===== config.mk =====
export PLATFORM = sky130hd
export DESIGN_NAME = tlb_refill_walker_flat
export DESIGN_NICKNAME = d
export VERILOG_FILES = /design/src/rtl/tlb_refill_walker_if.sv /design/src/rtl/tlb_refill_walker.sv /design/src/flat_wrapper.sv
export SDC_FILE = /design/constraint.sdc
export NUM_CORES = 1
export LEC_CHECK = 0
export BUFFER_PORTS_ARGS = -buffer_cell sky130_fd_sc_hd__buf_2
export CORE_AREA = 2 2 129 131
export DETAILED_ROUTE_END_ITERATION = 8
export DIE_AREA = 0 0 131 133
export HOLD_SLACK_MARGIN = 0.15
export PLACE_DENSITY_LB_ADDON = 0.12
export SYNTH_ARGS = -nofsm -noshare
export SYNTH_HDL_FRONTEND = slang
export SYNTH_SLANG_ARGS = --single-unit

===== constraint.sdc =====
create_clock -name clk -period 5.9 [get_ports clk]
set_input_delay 0.59 -clock clk [delete_from_list [all_inputs] [get_ports clk]]
set_output_delay 0.59 -clock clk [all_outputs]
set_load 0.02 [all_outputs]

===== src/rtl/tlb_refill_walker_if.sv =====
// Memory read port between the page-table walker (master) and the memory system (slave).
// The request transfers on a cycle where MemReq && MemReady are both high. MemReq and MemAdr
// stay stable until then. The response is a single MemRespValid beat, with MemRespErr and MemRData qualifying it.
interface tlb_refill_walker_if #(
    parameter int XLEN    = 64,
    parameter int PA_BITS = 56
);
    logic               MemReq;
    logic [PA_BITS-1:0] MemAdr;
    logic               MemReady;
    logic               MemRespValid;
    logic               MemRespErr;
    logic [XLEN-1:0]    MemRData;

    modport master (
        output MemReq,
        output MemAdr,
        input  MemReady,
        input  MemRespValid,
        input  MemRespErr,
        input  MemRData
    );

    modport slave (
        input  MemReq,
        input  MemAdr,
        output MemReady,
        output MemRespValid,
        output MemRespErr,
        output MemRData
    );
endinterface


===== src/rtl/tlb_refill_walker.sv =====
// Sv39 hardware page-table walker: services one MMU port's TLB misses and returns a leaf PTE or a fault.
module tlb_refill_walker #(
    parameter int XLEN    = 64,
    parameter int PA_BITS = 56,
    parameter int LEVELS  = 3
) (
    input  logic                clk,
    input  logic                reset,
    input  logic [XLEN-1:0]     SATP_REGW,
    input  logic [XLEN-1:0]     VAdr,
    input  logic                TLBMiss,
    input  logic                TLBFlush,
    tlb_refill_walker_if.master mem,
    output logic [XLEN-1:0]     PTE,
    output logic [1:0]          PageTypeWriteVal,
    output logic                TLBWrite,
    output logic                WalkFault,
    output logic                WalkAccessFault,
    output logic                DisableTranslation,
    output logic [2:0]          dbg_state
);
    typedef enum logic [2:0] {
        S_IDLE, S_REQ, S_WAIT, S_LEAF, S_FAULT, S_DRAIN
    } state_t;

    localparam logic [1:0] TOP_LEVEL = 2'(LEVELS - 1);

    state_t          state_q, state_d;
    logic [1:0]      level_q, level_d;
    logic [43:0]     cur_ppn_q, cur_ppn_d;
    logic [26:0]     vpn_q, vpn_d;
    logic [XLEN-1:0] pte_q, pte_d;
    logic [1:0]      page_type_q, page_type_d;
    logic            err_q, err_d;

    logic        pte_v, pte_r, pte_w, pte_x, misaligned;
    logic [43:0] pte_ppn;
    logic [8:0]  vpn_sel;

    assign pte_v   = mem.MemRData[0];
    assign pte_r   = mem.MemRData[1];
    assign pte_w   = mem.MemRData[2];
    assign pte_x   = mem.MemRData[3];
    assign pte_ppn = mem.MemRData[53:10];

    // A superpage leaf must have the PPN bits below its page size cleared.
    assign misaligned = ((level_q == 2'd2) && (pte_ppn[17:0] != '0)) ||
                        ((level_q == 2'd1) && (pte_ppn[8:0]  != '0));

    always_comb begin
        case (level_q)
            2'd2:    vpn_sel = vpn_q[26:18];
            2'd1:    vpn_sel = vpn_q[17:9];
            default: vpn_sel = vpn_q[8:0];
        endcase
    end

    always_comb begin
        state_d     = state_q;
        level_d     = level_q;
        cur_ppn_d   = cur_ppn_q;
        vpn_d       = vpn_q;
        pte_d       = pte_q;
        page_type_d = page_type_q;
        err_d       = err_q;
        case (state_q)
            S_IDLE: begin
                if (TLBMiss && !TLBFlush) begin
                    state_d   = S_REQ;
                    vpn_d     = VAdr[38:12];
                    cur_ppn_d = SATP_REGW[43:0];
                    level_d   = TOP_LEVEL;
                end
            end
            S_REQ: begin
                // An accepted request always owes a response, so a flush must drain it.
                if (mem.MemReady)  state_d = TLBFlush ? S_DRAIN : S_WAIT;
                else if (TLBFlush) state_d = S_IDLE;
            end
            S_WAIT: begin
                if (mem.MemRespValid) begin
                    if (TLBFlush) begin
                        state_d = S_IDLE;
                    end else if (mem.MemRespErr) begin
                        state_d = S_FAULT;
                        err_d   = 1'b1;
                    end else if (!pte_v || (pte_w && !pte_r)) begin
                        state_d = S_FAULT;
                    end else if (pte_r || pte_x) begin
                        if (misaligned) begin
                            state_d = S_FAULT;
                        end else begin
                            state_d     = S_LEAF;
                            pte_d       = mem.MemRData;
                            page_type_d = level_q;
                        end
                    end else if (level_q == 2'd0) begin
                        state_d = S_FAULT;
                    end else begin
                        state_d   = S_REQ;
                        cur_ppn_d = pte_ppn;
                        level_d   = level_q - 2'd1;
                    end
                end else if (TLBFlush) begin
                    state_d = S_DRAIN;
                end
            end
            S_DRAIN: begin
                if (mem.MemRespValid) state_d = S_IDLE;
            end
            S_LEAF: begin
                state_d = S_IDLE;
            end
            S_FAULT: begin
                state_d = S_IDLE;
                err_d   = 1'b0;
            end
            default: begin
                state_d = S_IDLE;
            end
        endcase
    end

    always_ff @(posedge clk or negedge reset) begin
        if (!reset) begin
            state_q     <= S_IDLE;
            level_q     <= TOP_LEVEL;
            cur_ppn_q   <= '0;
            vpn_q       <= '0;
            pte_q       <= '0;
            page_type_q <= 2'b00;
            err_q       <= 1'b0;
        end else begin
            state_q     <= state_d;
            level_q     <= level_d;
            cur_ppn_q   <= cur_ppn_d;
            vpn_q       <= vpn_d;
            pte_q       <= pte_d;
            page_type_q <= page_type_d;
            err_q       <= err_d;
        end
    end

    assign mem.MemReq         = (state_q == S_REQ);
    assign mem.MemAdr         = PA_BITS'({cur_ppn_q, vpn_sel, 3'b000});
    assign PTE                = pte_q;
    assign PageTypeWriteVal   = page_type_q;
    assign TLBWrite           = (state_q == S_LEAF) && !TLBFlush;
    assign WalkFault          = (state_q == S_FAULT) && !err_q;
    assign WalkAccessFault    = (state_q == S_FAULT) && err_q;
    assign DisableTranslation = (state_q != S_IDLE);
    assign dbg_state          = state_q;

    wire unused_bits = &{1'b0, SATP_REGW[XLEN-1:44], VAdr[XLEN-1:39], VAdr[11:0]};
endmodule


===== src/flat_wrapper.sv =====
// flat-port wrapper written by rule: the top's interface ports become plain ports
module tlb_refill_walker_flat 
#(
    parameter int XLEN    = 64,
    parameter int PA_BITS = 56,
    parameter int LEVELS  = 3
)
  (clk, reset, SATP_REGW, VAdr, TLBMiss, TLBFlush, PTE, PageTypeWriteVal, TLBWrite, WalkFault, WalkAccessFault, DisableTranslation, dbg_state, mem_MemReq, mem_MemAdr, mem_MemReady, mem_MemRespValid, mem_MemRespErr, mem_MemRData);
  tlb_refill_walker_if #(.XLEN(XLEN), .PA_BITS(PA_BITS)) mem_i ();
  input  logic clk;
  input  logic reset;
  input  logic [XLEN-1:0] SATP_REGW;
  input  logic [XLEN-1:0] VAdr;
  input  logic TLBMiss;
  input  logic TLBFlush;
  output logic [XLEN-1:0] PTE;
  output logic [1:0] PageTypeWriteVal;
  output logic TLBWrite;
  output logic WalkFault;
  output logic WalkAccessFault;
  output logic DisableTranslation;
  output logic [2:0] dbg_state;
  output wire logic [$bits(mem_i.MemReq)-1:0] mem_MemReq;
  output wire logic [$bits(mem_i.MemAdr)-1:0] mem_MemAdr;
  input wire logic [$bits(mem_i.MemReady)-1:0] mem_MemReady;
  input wire logic [$bits(mem_i.MemRespValid)-1:0] mem_MemRespValid;
  input wire logic [$bits(mem_i.MemRespErr)-1:0] mem_MemRespErr;
  input wire logic [$bits(mem_i.MemRData)-1:0] mem_MemRData;
  assign mem_MemReq = mem_i.MemReq;
  assign mem_MemAdr = mem_i.MemAdr;
  assign mem_i.MemReady = mem_MemReady;
  assign mem_i.MemRespValid = mem_MemRespValid;
  assign mem_i.MemRespErr = mem_MemRespErr;
  assign mem_i.MemRData = mem_MemRData;
  tlb_refill_walker #(.XLEN(XLEN), .PA_BITS(PA_BITS), .LEVELS(LEVELS)) u_core (.clk(clk), .reset(reset), .SATP_REGW(SATP_REGW), .VAdr(VAdr), .TLBMiss(TLBMiss), .TLBFlush(TLBFlush), .mem(mem_i), .PTE(PTE), .PageTypeWriteVal(PageTypeWriteVal), .TLBWrite(TLBWrite), .WalkFault(WalkFault), .WalkAccessFault(WalkAccessFault), .DisableTranslation(DisableTranslation), .dbg_state(dbg_state));
endmodule

==> flow_metrics.py, run 1 <==
metrics = {
    "grt": {
        "grt_max_degree": 77,
        "first_global_vias": 5090,
        "grt_overflow": 0,
        "grt_usage": 0.1948,
        "antenna_found_initial": 0,
        "grt_first_pass_wirelength_mm": 26.15,
    },
    "yosys": {
        "syn_area_per_cell_um2": 11.77,
        "synthTopCellsByArea": "dfrtp_1 55%, mux2_2 19%, nand2_1 7.9%",
        "synth-main-ff-cell": "dfrtp_1",
        "synth_top_cell_area_share": 0.5538,
        "async_reset_ff_frac": 1.000,
        "synth-edff-count": 0,
        "ys_ff_latch": 143,
        "syn-cell-area_mm2": 0.006416,
        "synth_largest_area_cell": "dfrtp_1",
        "synth_cell_types": 44,
        "ys_seq_area_frac": 0.5579,
        "syn_inst": 545,
        "yosysWarnings": 0,
    },
    "die": {
        "core.rowCount": 47,
        "die_area_mm2": 0.01742,
        "die_x_um": 131,
        "pin_count": 329,
        "core_region_area_mm2": 0.01617,
        "start_util": 0.3968,
        "fp.dieH_um": 133,
    },
    "cts": {
        "cts.root.buffer_cell": "clkbuf_16",
        "cts-buffers-inserted": 17,
        "clk_pin_slew_ns": 0.06,
        "post_cts_buffers": 0,
        "holdBufCountCts": 0,
        "h-tree-depth": 4,
        "clock-sinks": 143,
        "cts_tree": "done",
        "clockBufferDepth": 2,
        "cts-resized-gates": 0,
        "clock_latency_ns": 0.41,
    },
    "detailed_routing": {
        "wl_mm": 16.88,
        "routed_via_density": 4.853,
        "wl_per_cell_um": 16.25,
        "drc": 0,
        "dr_total_vias": 5042,
        "dr.pass1.iters": 4,
        "drt.antenna.violating_nets": 0,
        "drt-initial-drc-count": 156,
    },
    "run": {
        "cap_viol_max_count": 0,
    },
    "critical_path": {
        "critPathKind": "flip-flop to flip-flop",
        "path_max_fanout": 28,
        "end_kind": "flip-flop",
        "required_ns": 6.20,
        "worstSetupStartpointType": "flip-flop",
        "crit_arrival_ns": 3.56,
    },
    "finish": {
        "diodes": 0,
        "drive_gt1_frac": 0.5092,
        "final_core_util": 0.5285,
        "num-nets-final": 1009,
        "syn_to_final_growth_pct": 33.21,
    },
    "run_status": {
        "status": "completed",
    },
    "timing": {
        "fin_setup_tns_ns": 0,
        "fin_crit_ns": 3.264,
        "rsz0062_at_grt": "false",
        "worstMarginPinSlew_ns": 1.099,
        "relSlewSlack": 0.2673,
        "drv_slew": 0,
        "finalHoldViolCount": 0,
        "fin_ws_ns": 2.636,
        "fmax_mhz": 306.4,
        "fin_skew_ns": 0.004878,
        "finalSetupViolations": 0,
        "min_period_over_period": 0.5532,
    },
    "min_path": {
        "hp-class": "input pin to asynchronous set/reset pin",
    },
    "placement": {
        "place_ws_ns": 2.621,
        "dp_hpwl_mm": 12.29,
        "io_buffer_count": 268,
        "gp_congestion": 0.8319,
    },
    "pwr": {
        "leakagePower_nw": 4.656,
        "peakVddDrop_v": 0.0001939,
        "power_density_mw_per_mm2": 460.8,
        "totalPowerFinal_mw": 3.938,
    },
}
-- power breakdown --
group	internal [mW]	switching [mW]	leakage, nW	total [mW]
clock network	0.727	0.402	0.295	1.13
registers	1.26	0.154	1.84	1.41
logic	0.579	0.820	2.52	1.40
-- registers in the layout, indices dropped and copies added, names as in the netlist --
signal,flops
u_core.vpn_q,27
u_core.PageTypeWriteVal,2
u_core.err_q,1
u_core.dbg_state,3
u_core.PTE,64
u_core.level_q,2
u_core.cur_ppn_q,44
-- layer usage --
layer  global-route usage  wire length, µm  vias to the layer above
met4              0.07151              301                        0
met5                    0                0                        -
met2               0.3270             8404                      192
met1               0.2285             6839                     2442
li1                     -                -                     2385
met3              0.06834             1337                       23
-- worst max-delay path: stages (launching register included) --
cell     delay (ns)
dfstp_2        0.55
inv_1          0.06
ha_1           0.18
or4b_1         0.55
o31a_1         0.35
a21oi_4        0.54
buf_4          0.49
mux2_2         0.39
-- Yosys cell counts, types with 2 or more instances --
cell / n
buf_2: 8
buf_6: 3
buf_4: 4
dfrtp_1: 142
nand2_1: 135
nand2b_1: 5
buf_1: 3
nor3_1: 3
nor3b_1: 2
nor4_1: 3
o21ai_0: 5
nand3_1: 3
mux2_2: 108
clkbuf_1: 15
a22oi_1: 9
ha_1: 3
nor2_1: 18
a31oi_1: 2
o31ai_1: 2
and3_1: 2
inv_1: 5
nor2b_1: 4
mux2_1: 30
a21oi_1: 11
-- path summary, 6_finish.rpt --
kind | end | slack, ns | cells after the start | start
max | u_core.cur_ppn_q[10] | 2.64 | 7 | u_core.level_q[1]
min | u_core.PTE[36] | 0.18 | 1 | reset
max reg2reg | u_core.cur_ppn_q[10] | 2.64 | 7 | u_core.level_q[1]
min reg2reg | u_core.PTE[0] | 0.47 | 1 | u_core.PTE[0]
max in group asynchronous | u_core.cur_ppn_q[13] | 4.33 | 2 | reset
min in group clk | u_core.PTE[56] | 0.39 | 2 | mem_MemRData[56]
-- layout by cell type, fill, tap and decap left out, types with 3 or more instances in the layout --
master      count
ha_1            3
inv_1           5
nor3_1          3
conb_1          3
clkbuf_16      17
nand2_1       135
nor2b_1         4
mux2_2        108
nand2b_1        5
buf_4           6
mux2_1         30
bufinv_16       4
buf_2         267
nor4_1          3
clkinvlp_4      3
nand3_1         3
a22oi_1         9
nor2_1         18
o21ai_0         5
a21oi_1        11
dfrtp_1       142
-- final cells by class --
class / count / area, µm²
Clock buffer: 21 / 460.4
Clock inverter: 10 / 161.4
Fill cell: 1481 / 7625
Inverter: 5 / 18.77
Multi-Input combinational cell: 366 / 2659
Sequential cell: 143 / 3580
Tap cell: 220 / 275.3
Timing Repair Buffer: 274 / 1393
-- stage by stage --
step           std cells  hold slack (ns)  area, µm²
6_report            1039           0.1776       8547
5_1_grt             1039           0.2139       8547
4_1_cts             1039           0.2066       8547
3_5_place_dp        1008           0.4547       7925
3_3_place_gp        1008           0.4507       7925
2_1_floorplan        547           0.2944       6424
-- kinds of logic (layout without fill, tap and decap cells) --
family	count (synthesis)	after routing	share of synthesized area
simple gates	183	183	0.1221
flops	143	143	0.5579
mux	138	138	0.2422
compound gates	39	39	0.04173
buf+inv	38	310	0.02964
fa+ha+maj	3	3	0.005851
other cells	1	3	0.0005845
(Power assumes the default switching activity.)
==> inputs of run 2 (changes only) <==
ABC_AREA = 1   (was not set)
CORE_AREA = not set   (was 2 2 129 131)
CORE_UTILIZATION = 41   (was not set)
DIE_AREA = not set   (was 0 0 131 133)
clock period = 2.7 ns   (was 5.9 ns; I/O delays follow)
==> run 2 against run 1 <==
Compared with the run above: first-iteration DRC count increased by 99%; highest routed layer unchanged; sequential power increased by 140%; synthesized cell count increased by 31%; sequential cell count unchanged; wire length increased by 3.4%; critical endpoint is now mem_MemAdr[9]; setup slack got worse by 2.3 ns; cell count increased by 21%; sequential share of layout area decreased by 3.8 points; non-clock buffer count increased by 95; global-route usage increased by 3.1 points; total power increased to 2.5 times the previous value; critical path depth decreased by 1.
==> flow_metrics.py, run 2 <==
metrics = {
    "pwr": {
        "p_comb_frac": 0.411,
        "peakVddDrop_v": 0.0007161,
        "switching_power_mw": 3.882,
        "leakagePower_nw": 5.001,
        "intPower_mw": 6.066,
        "p_seq_frac": 0.334,
        "power_density_mw_per_mm2": 1057,
        "totalPowerFinal_mw": 9.949,
        "clock_power_share": 0.255,
        "swShare": 0.3902,
    },
    "yosys": {
        "synth_largest_area_cell": "dfrtp_1",
        "synth_cell_types": 30,
        "synth_common_cells": "191 x nand2_1, 142 x dfrtp_1, 98 x o21ai_0, 77 x inv_1, 40 x o21ai_1",
        "yosysWarnings": 0,
        "ys_seq_area_frac": 0.5610,
        "synth-main-ff-cell": "dfrtp_1",
        "synth-edff-count": 0,
        "yosys.cell_count.top_type": "nand2_1",
        "async_reset_ff_frac": 1.000,
        "synth_top_cell_area_share": 0.5569,
        "syn_inst": 712,
        "synthTopCellsByArea": "dfrtp_1 56%, nand2_1 11%, o21ai_0 7.7%",
        "syn-cell-area_mm2": 0.006381,
        "syn_area_per_cell_um2": 8.962,
        "ys_ff_latch": 143,
    },
    "grt": {
        "grt_max_degree": 93,
        "grt_usage": 0.2257,
        "first_global_vias": 5641,
        "antenna_found_initial": 1,
        "grt_overflow": 0,
        "grt_first_pass_wirelength_mm": 28.06,
    },
    "timing": {
        "rsz0062_at_grt": "false",
        "finalHoldViolCount": 0,
        "fin_setup_tns_ns": 0,
        "min_period_over_period": 0.8914,
        "relSlewSlack": 0.4386,
        "drv_slew": 0,
        "fin_skew_ns": 0.003656,
        "fin_crit_ns": 2.407,
        "worstMarginPinSlew_ns": 0.8420,
        "finalSetupViolations": 0,
        "fmax_mhz": 415.5,
    },
    "critical_path": {
        "critPathMaxStageDelay_ns": 0.54,
        "crit_start": "u_core.level_q[1]",
        "worst-r2r-cell-count": 9,
        "r2r_end": "u_core.PTE[57]",
        "rrSetupSlack_ns": 0.56,
        "path_cells": "inv_1 > ha_1 > clkinv_1 > a21oi_1 > a21oi_1 > buf_2",
        "crit_arrival_ns": 2.14,
        "end_kind": "output port",
        "worstSetupStartpointType": "flip-flop",
        "rr_startpoint": "u_core.level_q[1]",
        "path_max_fanout": 10,
        "required_ns": 2.43,
        "cp_slowest_cell": "dfstp_2",
        "path_common_cell": "a21oi_1",
        "critPathKind": "flip-flop to output port",
    },
    "detailed_routing": {
        "wl_mm": 17.45,
        "dr_total_vias": 5778,
        "drt-initial-drc-count": 311,
        "routed_via_density": 4.582,
        "dr.pass1.iters": 4,
        "drc": 0,
        "drt.antenna.violating_nets": 0,
        "wl_per_cell_um": 13.84,
    },
    "finish": {
        "final_core_util": 0.6188,
        "drive_gt1_frac": 0.3377,
        "final_cell_mix": "267 x buf_2, 191 x nand2_1, 142 x dfrtp_1",
        "final_common_cell": "buf_2",
        "num-nets-final": 1261,
        "fin_area_mm2": 0.009408,
        "largest_register_ff_count": 64,
        "syn_to_final_growth_pct": 47.43,
    },
    "cts": {
        "cts-resized-gates": 0,
        "clk_pin_slew_ns": 0.06,
        "clock-sinks": 143,
        "post_cts_buffers": 0,
        "cts_tree": "done",
        "h-tree-depth": 4,
        "clock_latency_ns": 0.42,
        "clockBufferDepth": 2,
        "cts-buffers-inserted": 17,
        "cts.root.buffer_cell": "clkbuf_16",
    },
    "die": {
        "start_util": 0.4198,
        "core_region_area_mm2": 0.01520,
        "die_x_um": 126.8,
        "fp.dieH_um": 126.8,
        "pin_count": 329,
        "core.rowCount": 45,
        "die_area_mm2": 0.01607,
    },
    "min_path": {
        "hp-start": "SATP_REGW[9]",
        "hp-class": "input pin to flip-flop",
        "hold_depth": 3,
        "min_to": "u_core.cur_ppn_q[9]",
    },
    "run_status": {
        "status": "completed",
    },
    "run": {
        "cap_viol_max_count": 0,
    },
    "placement": {
        "dp_hpwl_mm": 11.74,
        "io_buffer_count": 268,
        "placed_area_mm2": 0.007856,
        "gp_congestion": 0.8025,
    },
}
run 2: cell types whose count changed after synthesis, sizes merged, moves of 4 or more:
cell    delta
a21oi      +9
a22oi      -9
buf        +6
clkbuf     +4
inv       +74
mux2     -111
nand2     +57
nand2b     -5
nand3      +4
nor2      +10
nor2b      -4
o21ai    +153
run 2: cells by family (layout without fill, tap and decap cells):
kind of cell               after synthesis  after routing  share of synthesized area
adders and majority gates                3              3                   0.005883
muxes                                   27             27                    0.04765
AOI/OAI and AO/OA                      181            181                     0.1545
and+or+nand+nor                        234            234                     0.1435
DFF                                    143            143                     0.5610
buffers and inverters                  123            481                    0.08686
other                                    1              4                  0.0005877
run 2: layout make-up:
class / instances / area (µm²)
Antenna cell: 1 / 2.502
Clock buffer: 21 / 450.4
Clock inverter: 11 / 187.7
Fill cell: 1322 / 5794
Inverter: 80 / 300.3
Multi-Input combinational cell: 448 / 2268
Sequential cell: 143 / 3580
Tap cell: 188 / 235.2
Timing Repair Buffer: 369 / 2384
run 2: stage by stage:
stage	hold WS [ns]	setup slack, ns	cells
after CTS	0.1552	0.3130	1260
after floorplan	-0.02559	0.6009	714
after global routing	0.1779	0.1422	1261
after global placement	0.3255	0.5794	1137
final	0.1643	0.2932	1261
after detailed placement	0.3195	0.5312	1137
run 2: how the worst max path moves through the flow:
stage                           endpoint  slack (ns)  cells past startpoint
global route              mem_MemAdr[11]        0.14                      6
finish                     mem_MemAdr[9]        0.29                      6
CTS                        mem_MemAdr[7]        0.31                      6
detailed placement  u_core.cur_ppn_q[41]        0.53                      8
global placement     u_core.cur_ppn_q[4]        0.58                      8
floorplan                 u_core.PTE[11]        0.60                     12
run 2: metal layers:
metal	wire [µm]	GRT usage
met1	7609	0.2765
met2	8249	0.3728
met3	1161	0.06748
met4	431	0.09314
met5	0	0
run 2: what timing repair did:
action | in CTS | in global routing
endpoints found under the setup margin | 0 | 0
hold buffers | 91 | 0
hold endpoints to repair | 153 | 0
run 2: power groups by stage:
stage | clock [mW] | combinational, mW | sequential (mW)
floorplan | 0 | 1.96 | 3.98
global placement | 0 | 3.98 | 3.33
detailed placement | 0 | 4.01 | 3.35
CTS | 2.58 | 4.12 | 3.32
global route | 2.70 | 4.53 | 3.43
finish | 2.54 | 4.09 | 3.32
run 2: critical path: cells and delay by family, from the launching register on:
| family | cells | cell delay [ns] |
|---|---|---|
| flops | 1 | 0.54 |
| compound gates | 2 | 0.33 |
| fa+ha+maj | 1 | 0.31 |
| buf+inv | 3 | 0.53 |
==> inputs of run 3 (changes only) <==
CELL_PAD_IN_SITES_DETAIL_PLACEMENT = 1   (was not set)
CELL_PAD_IN_SITES_GLOBAL_PLACEMENT = 2   (was not set)
CORE_UTILIZATION = 22   (was 41)
RECOVER_POWER = 25   (was not set)
==> run 3 against run 2 <==
Compared with the run above: first-iteration DRC count down 43%; count of clock-buffer cells in the layout down 1; non-clock buffer count up 4; die area up 85%; highest routed layer unchanged; utilization down 28 points; critical path type unchanged; total power up 1.5%; worst hold slack worse by 0.0012 ns.
==> flow_metrics.py, run 3 (synthesized netlist as in run 2, its figures left out) <==
metrics = {
    "cts": {
        "clockBufferDepth": 2,
        "cts.root.buffer_cell": "clkbuf_16",
        "clock_latency_ns": 0.42,
        "clk_pin_slew_ns": 0.06,
        "cts-buffers-inserted": 17,
        "h-tree-depth": 4,
        "cts_tree": "done",
        "clock-sinks": 143,
        "cts-resized-gates": 0,
    },
    "timing": {
        "fin_crit_ns": 2.414,
        "rsz0062_at_grt": "false",
        "min_period_over_period": 0.8942,
        "worstMarginPinSlew_ns": 1.084,
        "fmax_mhz": 414.2,
        "finalHoldViolCount": 0,
        "fin_skew_ns": 0.01341,
        "drv_slew": 0,
        "relSlewSlack": 0.2772,
        "fin_setup_tns_ns": 0,
        "whs_ns": 0.1631,
        "finalSetupViolations": 0,
    },
    "run_status": {
        "status": "completed",
    },
    "critical_path": {
        "end_kind": "output port",
        "crit_start": "u_core.level_q[1]",
        "rr_startpoint": "u_core.level_q[1]",
        "required_ns": 2.43,
        "worstSetupStartpointType": "flip-flop",
        "crit_arrival_ns": 2.14,
        "critPathKind": "flip-flop to output port",
        "path_max_fanout": 10,
    },
    "finish": {
        "num-nets-final": 1265,
        "drive_gt1_frac": 0.3383,
        "final_core_util": 0.3421,
        "diodes": 0,
        "largest_register_ff_count": 64,
        "final_common_cell": "buf_2",
        "syn_to_final_growth_pct": 51.00,
        "final_cell_mix": "267 x buf_2, 191 x nand2_1, 142 x dfrtp_1",
        "fin_area_mm2": 0.009635,
    },
    "grt": {
        "first_global_vias": 6236,
        "antenna_found_initial": 0,
        "grt_overflow": 0,
        "grt_usage": 0.1507,
        "grt_max_degree": 74,
        "grt_first_pass_wirelength_mm": 34.20,
    },
    "min_path": {
        "hp-class": "input pin to flip-flop",
        "hp-start": "mem_MemRData[23]",
    },
    "die": {
        "fp.dieH_um": 172.3,
        "start_util": 0.2266,
        "core.rowCount": 61,
        "die_area_mm2": 0.02969,
        "pin_count": 329,
        "core_region_area_mm2": 0.02816,
        "die_x_um": 172.3,
    },
    "placement": {
        "placed_area_mm2": 0.008117,
        "dp_hpwl_mm": 14.94,
        "gp_congestion": 0.7024,
        "io_buffer_count": 268,
    },
    "detailed_routing": {
        "routed_via_density": 4.039,
        "wl_mm": 21.62,
        "drt.antenna.violating_nets": 0,
        "wl_per_cell_um": 14.87,
        "drc": 0,
        "dr.pass1.iters": 4,
        "dr_total_vias": 5873,
        "drt-initial-drc-count": 177,
    },
    "run": {
        "cap_viol_max_count": 0,
    },
    "pwr": {
        "leakagePower_nw": 4.996,
        "power_density_mw_per_mm2": 1048,
        "peakVddDrop_v": 0.0004014,
    },
}
[run 3: cell count changes in the layout (fill, tap and decap cells not counted)]
cell           change
buf_12             -2
diode_2            -1
dlygate4sd3_1      +2
clkbuf_8           -1
nand3_4            +1
clkinv_2           -2
clkbuf_4           +2
buf_4              +2
clkbuf_2           +1
nand3_2            -1
bufinv_16          -1
buf_6              -1
clkinv_4           +1
inv_6              +3
[run 3: repair_timing]
item                      CTS  global route
hold endpoints to repair  130             0
setup buffers               0             0
hold buffers               93             0
[run 3: power by group]
part	switching, mW	leakage, nW	internal, mW
logic	2.72	2.86	1.51
registers	0.404	1.85	2.92
clock network	0.981	0.292	1.56
total	4.11	5.00	5.99
[run 3: path summary, 6_finish.rpt]
kind,to,slack [ns],cells past startpoint
worst max register to register,u_core.PTE[41],0.48,9
worst min register to register,u_core.PTE[0],0.46,2
min in group asynchronous,u_core.cur_ppn_q[7],0.58,2
worst max-delay path,mem_MemAdr[3],0.29,6
max in group asynchronous,u_core.vpn_q[7],0.61,3
worst min-delay path,u_core.PTE[23],0.16,3
[run 3: area by class of cell]
type / instances / area, µm²
repair buffers: 373 / 2387
clock buffers: 20 / 436.7
flip-flops and latches: 143 / 3580
fillers: 3367 / 18530
inverters: 80 / 300.3
clock inverters: 12 / 182.7
well taps: 378 / 473.0
multi-input cells: 448 / 2276
[run 3: through the flow]
step / power [mW] / setup slack (ns) / instances
detailed placement: 7.602 / 0.4650 / 1329
global route: 10.93 / 0.08784 / 1454
CTS: 10.34 / 0.2014 / 1454
finish: 10.10 / 0.2856 / 1454
floorplan: 5.946 / 0.6009 / 714
global placement: 7.551 / 0.5040 / 1329
[run 3: critical path: stages, from the launching register on]
cell and delay, ns:
dfstp_2 0.54, inv_1 0.07, ha_1 0.32, clkinv_1 0.30
a21oi_1 0.25, a21oi_1 0.09, buf_2 0.16
[run 3: per-layer routing]
metal	routed length (µm)	track usage	up-vias
met1	10130	0.1972	2739
met3	1200	0.04051	10
li1	-	-	2975
met4	147	0.03578	0
met2	10140	0.2458	149
met5	0	0	-
